$ cat src/rtl/batch_recursion.sv
`default_nettype none
// +--------------------------------------------------------------------------+
// | batch_recursion                                                          |
// | Ping-pong batch buffer + newest-to-oldest complex recursion w=lw+sum(+-F)|
// | Rev 1.0                                                                  |
// +--------------------------------------------------------------------------+
module batch_recursion #(
  parameter int                   N         = 3,
  parameter int                   DEPTH     = 32,
  parameter int                   WIDTH     = 32,
  parameter int                   FRAC      = 16,
  parameter logic [WIDTH-1:0]     LAMBDA_RE = 32'h0000_8000,
  parameter logic [WIDTH-1:0]     LAMBDA_IM = 32'h0000_0000,
  parameter logic [N*WIDTH-1:0]   F_RE      = {N{32'h0001_0000}},
  parameter logic [N*WIDTH-1:0]   F_IM      = {N{32'h0000_0000}}
) (
  input  logic             clk,
  input  logic             rst,
  input  logic [N-1:0]     in,
  input  logic             in_valid,
  output logic [WIDTH-1:0] out,
  output logic             out_valid,
  output logic             out_last
);

  localparam int                      c_aw   = (DEPTH > 1) ? $clog2(DEPTH) : 1;
  localparam logic [c_aw-1:0]         c_last = c_aw'(DEPTH - 1);
  localparam logic signed [WIDTH-1:0] c_lre  = LAMBDA_RE;
  localparam logic signed [WIDTH-1:0] c_lim  = LAMBDA_IM;

  typedef enum logic [0:0] {
    S_IDLE = 1'b0,
    S_RUN  = 1'b1
  } state_t;

  logic [N-1:0]            r_mem [2][DEPTH];
  logic [c_aw-1:0]         r_wr_ptr;
  logic                    r_wr_bank;
  logic                    r_req;
  logic                    r_req_bank;

  state_t                  r_state;
  logic [c_aw-1:0]         r_rd_ptr;
  logic                    r_rd_bank;
  logic [N-1:0]            r_rd_data;
  logic                    r_rd_vld;
  logic                    r_rd_first;
  logic                    r_rd_last;

  logic signed [WIDTH-1:0] r_w_re;
  logic signed [WIDTH-1:0] r_w_im;

  logic signed [WIDTH-1:0]   w_wr;
  logic signed [WIDTH-1:0]   w_wi;
  logic signed [WIDTH-1:0]   w_c_re;
  logic signed [WIDTH-1:0]   w_c_im;
  logic signed [2*WIDTH-1:0] w_p_rr;
  logic signed [2*WIDTH-1:0] w_p_ii;
  logic signed [2*WIDTH-1:0] w_p_ri;
  logic signed [2*WIDTH-1:0] w_p_ir;
  logic signed [2*WIDTH:0]   w_sum_re;
  logic signed [2*WIDTH:0]   w_sum_im;
  logic signed [WIDTH-1:0]   w_nxt_re;
  logic signed [WIDTH-1:0]   w_nxt_im;

  // Sample storage; contents are don't-care after reset.
  always_ff @(posedge clk) begin
    if (in_valid) begin
      r_mem[r_wr_bank][r_wr_ptr] <= in;
    end
  end

  always_ff @(posedge clk or negedge rst) begin
    if (!rst) begin
      r_wr_ptr   <= '0;
      r_wr_bank  <= 1'b0;
      r_req      <= 1'b0;
      r_req_bank <= 1'b0;
    end else begin
      r_req <= 1'b0;
      if (in_valid) begin
        r_wr_ptr <= r_wr_ptr + 1'b1;
        if (r_wr_ptr == c_last) begin
          r_wr_bank  <= ~r_wr_bank;
          r_req      <= 1'b1;
          r_req_bank <= r_wr_bank;
        end
      end
    end
  end

  // A new request can only coincide with the final read of the previous batch,
  // so reloading there gives gap-free replay under continuous input.
  always_ff @(posedge clk or negedge rst) begin
    if (!rst) begin
      r_state    <= S_IDLE;
      r_rd_ptr   <= '0;
      r_rd_bank  <= 1'b0;
      r_rd_data  <= '0;
      r_rd_vld   <= 1'b0;
      r_rd_first <= 1'b0;
      r_rd_last  <= 1'b0;
    end else begin
      r_rd_vld   <= 1'b0;
      r_rd_first <= 1'b0;
      r_rd_last  <= 1'b0;
      case (r_state)
        S_IDLE: begin
          if (r_req) begin
            r_state   <= S_RUN;
            r_rd_ptr  <= c_last;
            r_rd_bank <= r_req_bank;
          end
        end
        S_RUN: begin
          r_rd_data  <= r_mem[r_rd_bank][r_rd_ptr];
          r_rd_vld   <= 1'b1;
          r_rd_first <= (r_rd_ptr == c_last);
          r_rd_last  <= (r_rd_ptr == '0);
          r_rd_ptr   <= r_rd_ptr - 1'b1;
          if (r_rd_ptr == '0) begin
            if (r_req) begin
              r_rd_ptr  <= c_last;
              r_rd_bank <= r_req_bank;
            end else begin
              r_state <= S_IDLE;
            end
          end
        end
        default: r_state <= S_IDLE;
      endcase
    end
  end

  // Batch-local recursion: the first sample of a batch sees w = 0.
  always_comb begin
    w_wr   = r_rd_first ? '0 : r_w_re;
    w_wi   = r_rd_first ? '0 : r_w_im;
    w_c_re = '0;
    w_c_im = '0;
    for (int n = 0; n < N; n++) begin
      if (r_rd_data[n]) begin
        w_c_re = w_c_re + F_RE[n*WIDTH +: WIDTH];
        w_c_im = w_c_im + F_IM[n*WIDTH +: WIDTH];
      end else begin
        w_c_re = w_c_re - F_RE[n*WIDTH +: WIDTH];
        w_c_im = w_c_im - F_IM[n*WIDTH +: WIDTH];
      end
    end
    w_p_rr   = c_lre * w_wr;
    w_p_ii   = c_lim * w_wi;
    w_p_ri   = c_lre * w_wi;
    w_p_ir   = c_lim * w_wr;
    w_sum_re = $signed({w_p_rr[2*WIDTH-1], w_p_rr}) - $signed({w_p_ii[2*WIDTH-1], w_p_ii});
    w_sum_im = $signed({w_p_ri[2*WIDTH-1], w_p_ri}) + $signed({w_p_ir[2*WIDTH-1], w_p_ir});
    w_nxt_re = WIDTH'(w_sum_re >>> FRAC) + w_c_re;
    w_nxt_im = WIDTH'(w_sum_im >>> FRAC) + w_c_im;
  end

  always_ff @(posedge clk or negedge rst) begin
    if (!rst) begin
      r_w_re    <= '0;
      r_w_im    <= '0;
      out       <= '0;
      out_valid <= 1'b0;
      out_last  <= 1'b0;
    end else begin
      out_valid <= r_rd_vld;
      out_last  <= r_rd_vld & r_rd_last;
      if (r_rd_vld) begin
        r_w_re <= w_nxt_re;
        r_w_im <= w_nxt_im;
        out    <= w_nxt_re;
      end
    end
  end

endmodule
`default_nettype wire
$ cat config.mk
export PLATFORM = sky130hd
export DESIGN_NAME = batch_recursion
export DESIGN_NICKNAME = d
export VERILOG_FILES = /design/src/rtl/batch_recursion.sv
export SDC_FILE = /design/constraint.sdc
export NUM_CORES = 1
export LEC_CHECK = 0
export ABC_AREA = 1
export BUFFER_PORTS_ARGS = -buffer_cell sky130_fd_sc_hd__buf_2
export CORE_UTILIZATION = 25
export CTS_CLUSTER_DIAMETER = 150
export DETAILED_ROUTE_END_ITERATION = 8
export GPL_ROUTABILITY_DRIVEN = 0
export HOLD_SLACK_MARGIN = 0.08
export MAX_ROUTING_LAYER = met4
export PLACE_DENSITY = 0.43
export SYNTH_ARGS = -nofsm -noshare
export SYNTH_HDL_FRONTEND = slang
export SYNTH_SLANG_ARGS = --single-unit
$ cat constraint.sdc
create_clock -name clk -period 3.07 [get_ports clk]
set_input_delay 0.614 -clock clk [delete_from_list [all_inputs] [get_ports clk]]
set_output_delay 0.614 -clock clk [all_outputs]
set_load 0.01 [all_outputs]
==> parameters.txt, run 1 <==
Parameter                              Value

Worst setup path
  Worst R2R Setup Slack ... around 0.40 ns
  Worst Setup Path Type ... reg -> reg
  Critical path peak fanout ... 13
  Worst r2r src ... r_rd_data[0]$_DFFE_PN0P_
  Setup crit start ... r_rd_data[0]$_DFFE_PN0P_
  Startpoint Class ... flop
  Cell breakdown of the critical path ... inv_1 > fa_1 > ha_1 > nand3_1 > nand2_1 > nand2_1 > o21bai_1 > nand3_1 > nand2_1 > nand2_1 > nand3_1 > o21ai_0
  Worst Setup End Kind ... flop
  Crit path arrival time ... 3.06 ns
  Cell family contributing the most delay on the critical path ... adder cells
  Slowest cell on the critical path ... sky130_fd_sc_hd__fa_1
  Critical register-to-register path endpoint ... out[30]$_DFFE_PN0P_
  Critical path buffer and inverter count ... 1
  Critical Path Most Common Cell ... sky130_fd_sc_hd__nand2_1
  Worst endpoint required time ... 3.46 ns
  Longest individual stage delay on the worst path ... 0.68 ns
  Worst Reg-to-Reg Cells ... 12

Synth
  Synth Area in Compound Gates ... around 3.3%
  Dominant cell type by area after synthesis ... sky130_fd_sc_hd__edfxtp_1
  Synthesis-stage register bit count ... 247
  Fraction of post-synthesis cell area in the top cell type by area ... 52.00%
  Share of synthesized cell area in full adder, half adder and majority cells ... 2.731%
  Number of library cell types mapped by synthesis ... 31
  Mux cell area share after synthesis ... 0%
  Share of the synthesized netlist area taken by xor and xnor gates ... less than 1%
  Most area-consuming cells after synthesis ... sky130_fd_sc_hd__edfxtp_1 (52%), sky130_fd_sc_hd__dfrtp_1 (12%), sky130_fd_sc_hd__nand2_1 (10%), sky130_fd_sc_hd__nand3_1 (8.9%), sky130_fd_sc_hd__nor3_1 (2.8%)
  Post-synthesis net count ... between 1000 and 1500
  Cells after synthesis ... 1081
  Count of yosys warnings during synthesis ... 0
  Mean instance size in the synthesized netlist ... just over 10 sq um
  Combinational family with the most area after synthesis ... simple AND/OR/NAND/NOR gates
  Cell Area, Synth ... 11090 sq um
  Fraction of the yosys area taken by sequential cells ... between 60% and 70%
  Area share of and/or/nand/nor cells after synthesis ... 23.56%

Placement
  Total half-perimeter wirelength after legalization and detailed placement ... 17380 um
  Number of input and output port buffers inserted ... 39

Routing
  1st-iter DRT viols ... about 450
  Vias ... 7670
  Avg Vias per Cell ... approximately 4.5
  Antenna viol nets, final ... 0
  Drt pass-1 iters ... 5
  Remaining design rule violation count ... 0
  Wirelength per Cell ... between 15 and 20 um
  Wire length after detailed routing ... 28100 um

Global routing
  Largest net degree at the start of global routing ... 97
  Grt ovf ... 0
  Global-route wire length before repair ... ~44000 um
  Number of global-route vias before repair ... a little under 8000
  Antenna violations before repair ... 1
  Global router's overall resource usage ... 13.07%

Clock network
  Root buffer cell ... sky130_fd_sc_hd__clkbuf_16
  Sinks on the clock net ... 247
  Number of CTS-inserted buffers ... 27
  H-tree Lvls ... 1
  Clk pin slew, worst setup/hold paths ... approximately 0.06 ns
  Clock tree from TritonCTS ... yes
  Insertion delay to the later sink of the worst-skew pair ... between 0.5 and 0.6 ns
  Max clock buf depth ... 3

STA
  Transition at the pin with the smallest max-transition slack ... between 0.7 and 0.8 ns
  Endpoints failing setup ... 0
  Number of slew-limit violations in the final report ... 0
  Min Clock Period, post-route ... about 2.7 ns
  Worst rel slew slack ... between 50 and 60%
  Period utilisation layout ... between 80 and 90%
  Final TNS setup ... 0 ns
  Setup repair after global routing missed its margin ... no
  Number of hold violations in the final report ... 0
  Fmax ... 374.5 MHz
  Final clock skew ... between 0.02 and 0.03 ns

Job
  Max-capacitance violation count ... 0

Worst hold path
  Worst Hold Path Cells ... 2
  Start point of the worst hold path ... in_valid
  Worst min-delay path category ... in -> reg
  Endpoint of the worst hold path ... r_wr_ptr[0]$_DFFE_PN0P_

Power
  Worst-case vdd ir drop ... between 0.5 and 0.6 mV
  Cell internal pwr ... 0.007695 W
  Net Sw Power ... 0.005277 W
  Power density cells ... 1009 nW/um^2
  Part of the total power dissipated in sequential elements ... 32.8%
  Part of the total power dissipated in the clock network ... approximately 26%
  Part of the total power dissipated in combinational logic ... about two fifths
  Switching share of power ... about two fifths
  Pleak ... between 4 and 5 nW

Floorplanning
  Standard-cell rows ... between 70 and 80
  Starting density of the core ... around 26%
  Horizontal die dimension ... ~210 um
  Top-Level Pins ... 40
  DIE HEIGHT ... ~210 um
  Die Outline Area ... around 45000 sq um
  Placeable core region ... between 40000 and 50000 sq um

Finish
  Area of all sequential standard cells ... 7144 sq um
  Fillcell total ... 4606
  Finished Core Util ... between 20% and 30%
  Layout overhead on the synthesized area ... 15.94%
  Share of final-layout standard cells stronger than drive strength 1 ... 9.364%
  Area used by multi-input combinational logic ... about 3400 sq um
  Fin nets ... 1140

Outcome
  Result of the run ... finished clean
state kept, by name (all words and copies together) (netlist names):
signal and count:
r_wr_ptr 5, r_rd_bank 1, r_wr_bank 1, r_mem 192
r_rd_last 1, r_rd_first 1, r_state 1, r_req 1
r_req_bank 1, out_valid 1, r_rd_data 3, r_rd_ptr 5
out 32, r_rd_vld 1, out_last 1
cell usage after synthesis:
cell type and count:
sky130_fd_sc_hd__clkbuf_1 25, sky130_fd_sc_hd__dfrtp_1 55, sky130_fd_sc_hd__xnor2_1 3, sky130_fd_sc_hd__a21oi_1 15, sky130_fd_sc_hd__inv_2 1, sky130_fd_sc_hd__nor2_1 44, sky130_fd_sc_hd__clkinv_1 3, sky130_fd_sc_hd__o22ai_1 18
sky130_fd_sc_hd__nor3_1 62, sky130_fd_sc_hd__fa_1 2, sky130_fd_sc_hd__inv_1 63, sky130_fd_sc_hd__edfxtp_1 192, sky130_fd_sc_hd__buf_4 5, sky130_fd_sc_hd__o21ai_0 23, sky130_fd_sc_hd__a21boi_0 1, sky130_fd_sc_hd__buf_2 23
sky130_fd_sc_hd__o211ai_1 1, sky130_fd_sc_hd__a22oi_1 1, sky130_fd_sc_hd__o21ai_2 1, sky130_fd_sc_hd__nand3_1 197, sky130_fd_sc_hd__ha_1 21, sky130_fd_sc_hd__xor2_1 7, sky130_fd_sc_hd__inv_4 1, sky130_fd_sc_hd__nand4_1 3
sky130_fd_sc_hd__nand2b_1 1, sky130_fd_sc_hd__o21bai_1 4, sky130_fd_sc_hd__o21ai_1 1, sky130_fd_sc_hd__clkbuf_2 1, sky130_fd_sc_hd__nand2_1 300, sky130_fd_sc_hd__buf_1 2, sky130_fd_sc_hd__buf_6 5
layout by cell type (no fill, tap or decap), types with 2 or more instances in the layout:
cell,n
sky130_fd_sc_hd__a21oi_1,15
sky130_fd_sc_hd__buf_12,5
sky130_fd_sc_hd__buf_2,39
sky130_fd_sc_hd__buf_4,17
sky130_fd_sc_hd__bufinv_16,3
sky130_fd_sc_hd__clkbuf_1,10
sky130_fd_sc_hd__clkbuf_16,28
sky130_fd_sc_hd__clkbuf_8,4
sky130_fd_sc_hd__clkinv_1,3
sky130_fd_sc_hd__clkinv_2,4
sky130_fd_sc_hd__dfrtp_1,53
sky130_fd_sc_hd__dfrtp_2,2
sky130_fd_sc_hd__edfxtp_1,192
sky130_fd_sc_hd__fa_1,2
sky130_fd_sc_hd__ha_1,21
sky130_fd_sc_hd__inv_1,63
sky130_fd_sc_hd__nand2_1,300
sky130_fd_sc_hd__nand3_1,197
sky130_fd_sc_hd__nand4_1,3
sky130_fd_sc_hd__nor2_1,44
sky130_fd_sc_hd__nor3_1,62
sky130_fd_sc_hd__o21ai_0,23
sky130_fd_sc_hd__o21bai_1,4
sky130_fd_sc_hd__o22ai_1,18
sky130_fd_sc_hd__xnor2_1,3
sky130_fd_sc_hd__xor2_1,7
kinds of logic after synthesis:
logic type | after synthesis
AOI/OAI and AO/OA | 65
adders and majority gates | 23
DFF | 247
xor gates and xnor gates | 10
buffers and inverters | 129
and+or+nand+nor | 607
final cells by class:
cell class / instances / share of cell area, %
flip-flops and latches: 247 / 55.58
multi-input cells: 705 / 26.23
clock buffers: 42 / 6.172
well taps: 585 / 5.695
repair buffers: 62 / 3.368
inverters: 68 / 2.005
clock inverters: 8 / 0.9248
diodes: 1 / 0.01947
worst max-delay path by stage:
| stage | endpoint | slack (ns) | cells past startpoint |
|---|---|---|---|
| after floorplan | out[30]$_DFFE_PN0P_ | 0.77 | 12 |
| after global placement | out[30]$_DFFE_PN0P_ | 0.39 | 12 |
| after detailed placement | out[30]$_DFFE_PN0P_ | 0.37 | 12 |
| after CTS | out[30]$_DFFE_PN0P_ | 0.36 | 12 |
| after global routing | out[30]$_DFFE_PN0P_ | 0.08 | 12 |
| final | out[30]$_DFFE_PN0P_ | 0.40 | 12 |
power by group through the flow:
stage | Sequential [W] | Combinational [W] | Clock [W]
floorplan | 0.00427 | 0.00384 | 0
global placement | 0.00433 | 0.00544 | 0
detailed placement | 0.00433 | 0.00542 | 0
CTS | 0.00427 | 0.00544 | 0.00344
global route | 0.00432 | 0.00609 | 0.00356
finish | 0.00426 | 0.00536 | 0.00335
repair_timing:
action | 4_1_cts | 5_1_grt
gates resized for setup | 0 | 0
buffers inserted | 0 | 0
endpoints found under the hold margin | 8 | 0
hold buffers | 1 | 0
through the flow:
stage / instance area (sq um) / hold slack (ns) / std cells / power (W) / worst slack, ns
floorplan: 11090 / 0.3184 / 1081 / 0.008118 / 0.7679
global placement: 11930 / 0.4596 / 1666 / 0.009776 / 0.3885
detailed placement: 11930 / 0.4572 / 1666 / 0.009751 / 0.3740
CTS: 12850 / 0.4125 / 1717 / 0.01314 / 0.3636
global route: 12850 / 0.4371 / 1718 / 0.01397 / 0.08363
finish: 12850 / 0.4385 / 1718 / 0.01297 / 0.3994
routing by layer:
| layer | share of wire [%] | vias to the layer above | track usage [%] |
|---|---|---|---|
| li1 | - | 3798 | - |
| met1 | 48 | 3668 | 17.84 |
| met2 | 45 | 166 | 20.34 |
| met3 | 4.6 | 38 | 2.142 |
| met4 | 2.2 | 0 | 2.828 |
| met5 | 0 | - | - |
Note: power is estimated with default switching activity, not from simulation.
==> run 2: changes to the inputs <==
Settings changed: RECOVER_POWER set to 50.
==> run 2 against run 1 <==
Worst hold slack better by 0.0022 ns. Largest cell class unchanged. Register-to-register slack about the same. Cell area down 0.58%. Via count about the same. Non-clock buffer count did not move. The flow now finishes with violations (max-capacitance violations, max-slew violations). Critical path type unchanged. Clock skew is 0.00058 ns lower.
==> parameters.txt, run 2 (synthesized netlist as in run 1, its figures left out) <==
Parameter                              Value

Worst setup path
  Worst Setup End Kind ... flop
  Crit path arrival time ... roughly 3.1 ns
  Critical path peak fanout ... 13
  Setup crit start ... r_rd_data[0]$_DFFE_PN0P_
  Worst Setup Path Type ... reg -> reg
  Startpoint Class ... flop
  Worst endpoint required time ... about 3.5 ns
  Worst Reg-to-Reg Cells ... 12
  Worst r2r src ... r_rd_data[0]$_DFFE_PN0P_

Global routing
  Global-route wire length before repair ... ~44000 um
  Global router's overall resource usage ... a little over an eighth
  Number of global-route vias before repair ... about 7800
  Antenna violations before repair ... 1
  Grt ovf ... 0
  Largest net degree at the start of global routing ... just under 100

STA
  Number of slew-limit violations in the final report ... 65
  Number of hold violations in the final report ... 0
  Fmax ... around 370 MHz
  Worst rel slew slack ... -1.642%
  Endpoints failing setup ... 0
  Transition at the pin with the smallest max-transition slack ... between 1.5 and 2 ns
  Min Clock Period, post-route ... between 2 and 3 ns
  Setup repair after global routing missed its margin ... no
  Final clock skew ... between 0.02 and 0.025 ns
  Final WS setup ... between 0.3 and 0.4 ns
  Period utilisation layout ... 86.99%
  Final TNS setup ... 0 ns

Routing
  Remaining design rule violation count ... 0
  Top layer used by detailed routing ... met4
  Wire length after detailed routing ... around 28000 um
  Metal-1 WL ... 13660 um
  Met2 layer wire length in the routed design ... between 10000 and 15000 um
  Wirelength per Cell ... approximately 16 um
  1st-iter DRT viols ... 441
  DR WL met3 ... 1294 um
  Antenna viol nets, final ... 0
  Vias ... approximately 7700
  Drt pass-1 iters ... 5
  Avg Vias per Cell ... ~4.5

Finish
  Finished Core Util ... between 20% and 30%
  Fin nets ... about 1100
  Cell area after layout ... 12780 sq um
  Commonest non-fill, non-tap cell in the layout ... sky130_fd_sc_hd__nand2_1
  Share of final-layout standard cells stronger than drive strength 1 ... between 8 and 9%
  Top library cells by usage in the layout, fill and taps aside ... sky130_fd_sc_hd__nand2_1 (300), sky130_fd_sc_hd__nand3_1 (197), sky130_fd_sc_hd__edfxtp_1 (192)
  Top reg by flops ... r_mem
  Layout overhead on the synthesized area ... 15.26%
  Biggest registers after layout ... r_mem x192, out x32
  Max reg flops ... between 150 and 200

Floorplanning
  DIE HEIGHT ... approximately 210 um
  Starting density of the core ... approximately a quarter
  Standard-cell rows ... 76
  Horizontal die dimension ... ~210 um
  Top-Level Pins ... 40
  Placeable core region ... 43360 sq um
  Die Outline Area ... approximately 45000 sq um

Worst hold path
  Worst Hold Path Cells ... 2
  Worst min-delay path category ... in -> reg
  Start point of the worst hold path ... in_valid

Outcome
  Violated checks ... max-capacitance violations, max-slew violations
  Result of the run ... finished, violations left

Clock network
  Insertion delay to the later sink of the worst-skew pair ... roughly 0.56 ns
  Post-CTS setup buffer count ... 0
  Number of CTS-inserted buffers ... 27
  Clk pin slew, worst setup/hold paths ... 0.06 ns
  H-tree Lvls ... 1
  Clock tree from TritonCTS ... yes
  Sinks on the clock net ... approximately 250
  Root buffer cell ... sky130_fd_sc_hd__clkbuf_16
  Max clock buf depth ... 3

Power
  Pleak ... between 4 and 5 nW
  Worst-case vdd ir drop ... roughly 0.5 mV
  Part of the total power dissipated in sequential elements ... between 30% and 40%
  Power density cells ... ~1000 nW/um^2
  Switching share of power ... roughly 41%
  Net Sw Power ... ~0.0053 W
  Part of the total power dissipated in the clock network ... around a quarter
  Part of the total power dissipated in combinational logic ... between 40 and 50%
  Cell internal pwr ... 0.007674 W

Placement
  Worst slack, placed ... 0.3740 ns
  Number of input and output port buffers inserted ... 39
  Total half-perimeter wirelength after legalization and detailed placement ... 17380 um
  Post-Place Cell Area ... between 10000 and 15000 sq um

Job
  Max-capacitance violation count ... 1
==> run 2: changes by cell type in the layout (fill, tap and decap cells not counted), sizes merged <==
cell    before  now
buf         61   45
clkbuf      42   58
==> run 2: layer usage <==
metal / vias up / track usage (%)
met5: - / -
met4: 0 / 2.828
met3: 38 / 2.142
met2: 166 / 20.34
met1: 3669 / 17.84
li1: 3795 / -
==> run 2: layout make-up <==
class | count | area [sq um]
Inverter | 68 | 257.7
Fill cell | 4619 | 30580
Antenna cell | 1 | 2.502
Multi-Input combinational cell | 705 | 3372
Tap cell | 585 | 732.0
Clock buffer | 42 | 793.3
Clock inverter | 8 | 118.9
Sequential cell | 247 | 7144
Timing Repair Buffer | 62 | 357.8
==> run 2: timing repair <==
item                                   4_1_cts  5_1_grt
gates resized for setup                      0        0
endpoints found under the hold margin        8        0
hold buffers                                 1        0
==> run 2: stage by stage <==
| stage | total power (W) | hold WS (ns) | instances |
|---|---|---|---|
| 6_report | 0.01295 | 0.4407 | 1718 |
| 5_1_grt | 0.01395 | 0.4371 | 1718 |
| 4_1_cts | 0.01314 | 0.4125 | 1717 |
| 3_5_place_dp | 0.009751 | 0.4572 | 1666 |
| 3_3_place_gp | 0.009776 | 0.4596 | 1666 |
| 2_1_floorplan | 0.008118 | 0.3184 | 1081 |
==> run 2: worst max-delay path, stage by stage (launching register included) <==
cell and delay [ns]:
sky130_fd_sc_hd__dfrtp_1 0.35, sky130_fd_sc_hd__inv_1 0.06, sky130_fd_sc_hd__fa_1 0.68, sky130_fd_sc_hd__ha_1 0.47, sky130_fd_sc_hd__nand3_1 0.09, sky130_fd_sc_hd__nand2_1 0.11
sky130_fd_sc_hd__nand2_1 0.08, sky130_fd_sc_hd__o21bai_1 0.26, sky130_fd_sc_hd__nand3_1 0.14, sky130_fd_sc_hd__nand2_1 0.08, sky130_fd_sc_hd__nand2_1 0.05, sky130_fd_sc_hd__nand3_1 0.06
sky130_fd_sc_hd__o21ai_0 0.09
==> run 2: power by group through the flow <==
| stage | clock [W] | sequential, W | combinational (W) |
|---|---|---|---|
| final | 0.00335 | 0.00426 | 0.00534 |
| after global routing | 0.00356 | 0.00432 | 0.00606 |
| after CTS | 0.00344 | 0.00427 | 0.00544 |
| after detailed placement | 0 | 0.00433 | 0.00542 |
| after global placement | 0 | 0.00433 | 0.00544 |
| after floorplan | 0 | 0.00427 | 0.00384 |
==> run 2: final timing paths <==
kind | slack [ns] | end
worst max-delay path | 0.40 | out[30]$_DFFE_PN0P_
worst min-delay path | 0.44 | r_wr_ptr[0]$_DFFE_PN0P_
worst max register to register | 0.40 | out[30]$_DFFE_PN0P_
worst min register to register | 0.48 | out_last$_DFF_PN0_
max in group asynchronous | 0.88 | r_rd_ptr[0]$_DFFE_PN0P_
min in group asynchronous | 0.55 | out[23]$_DFFE_PN0P_
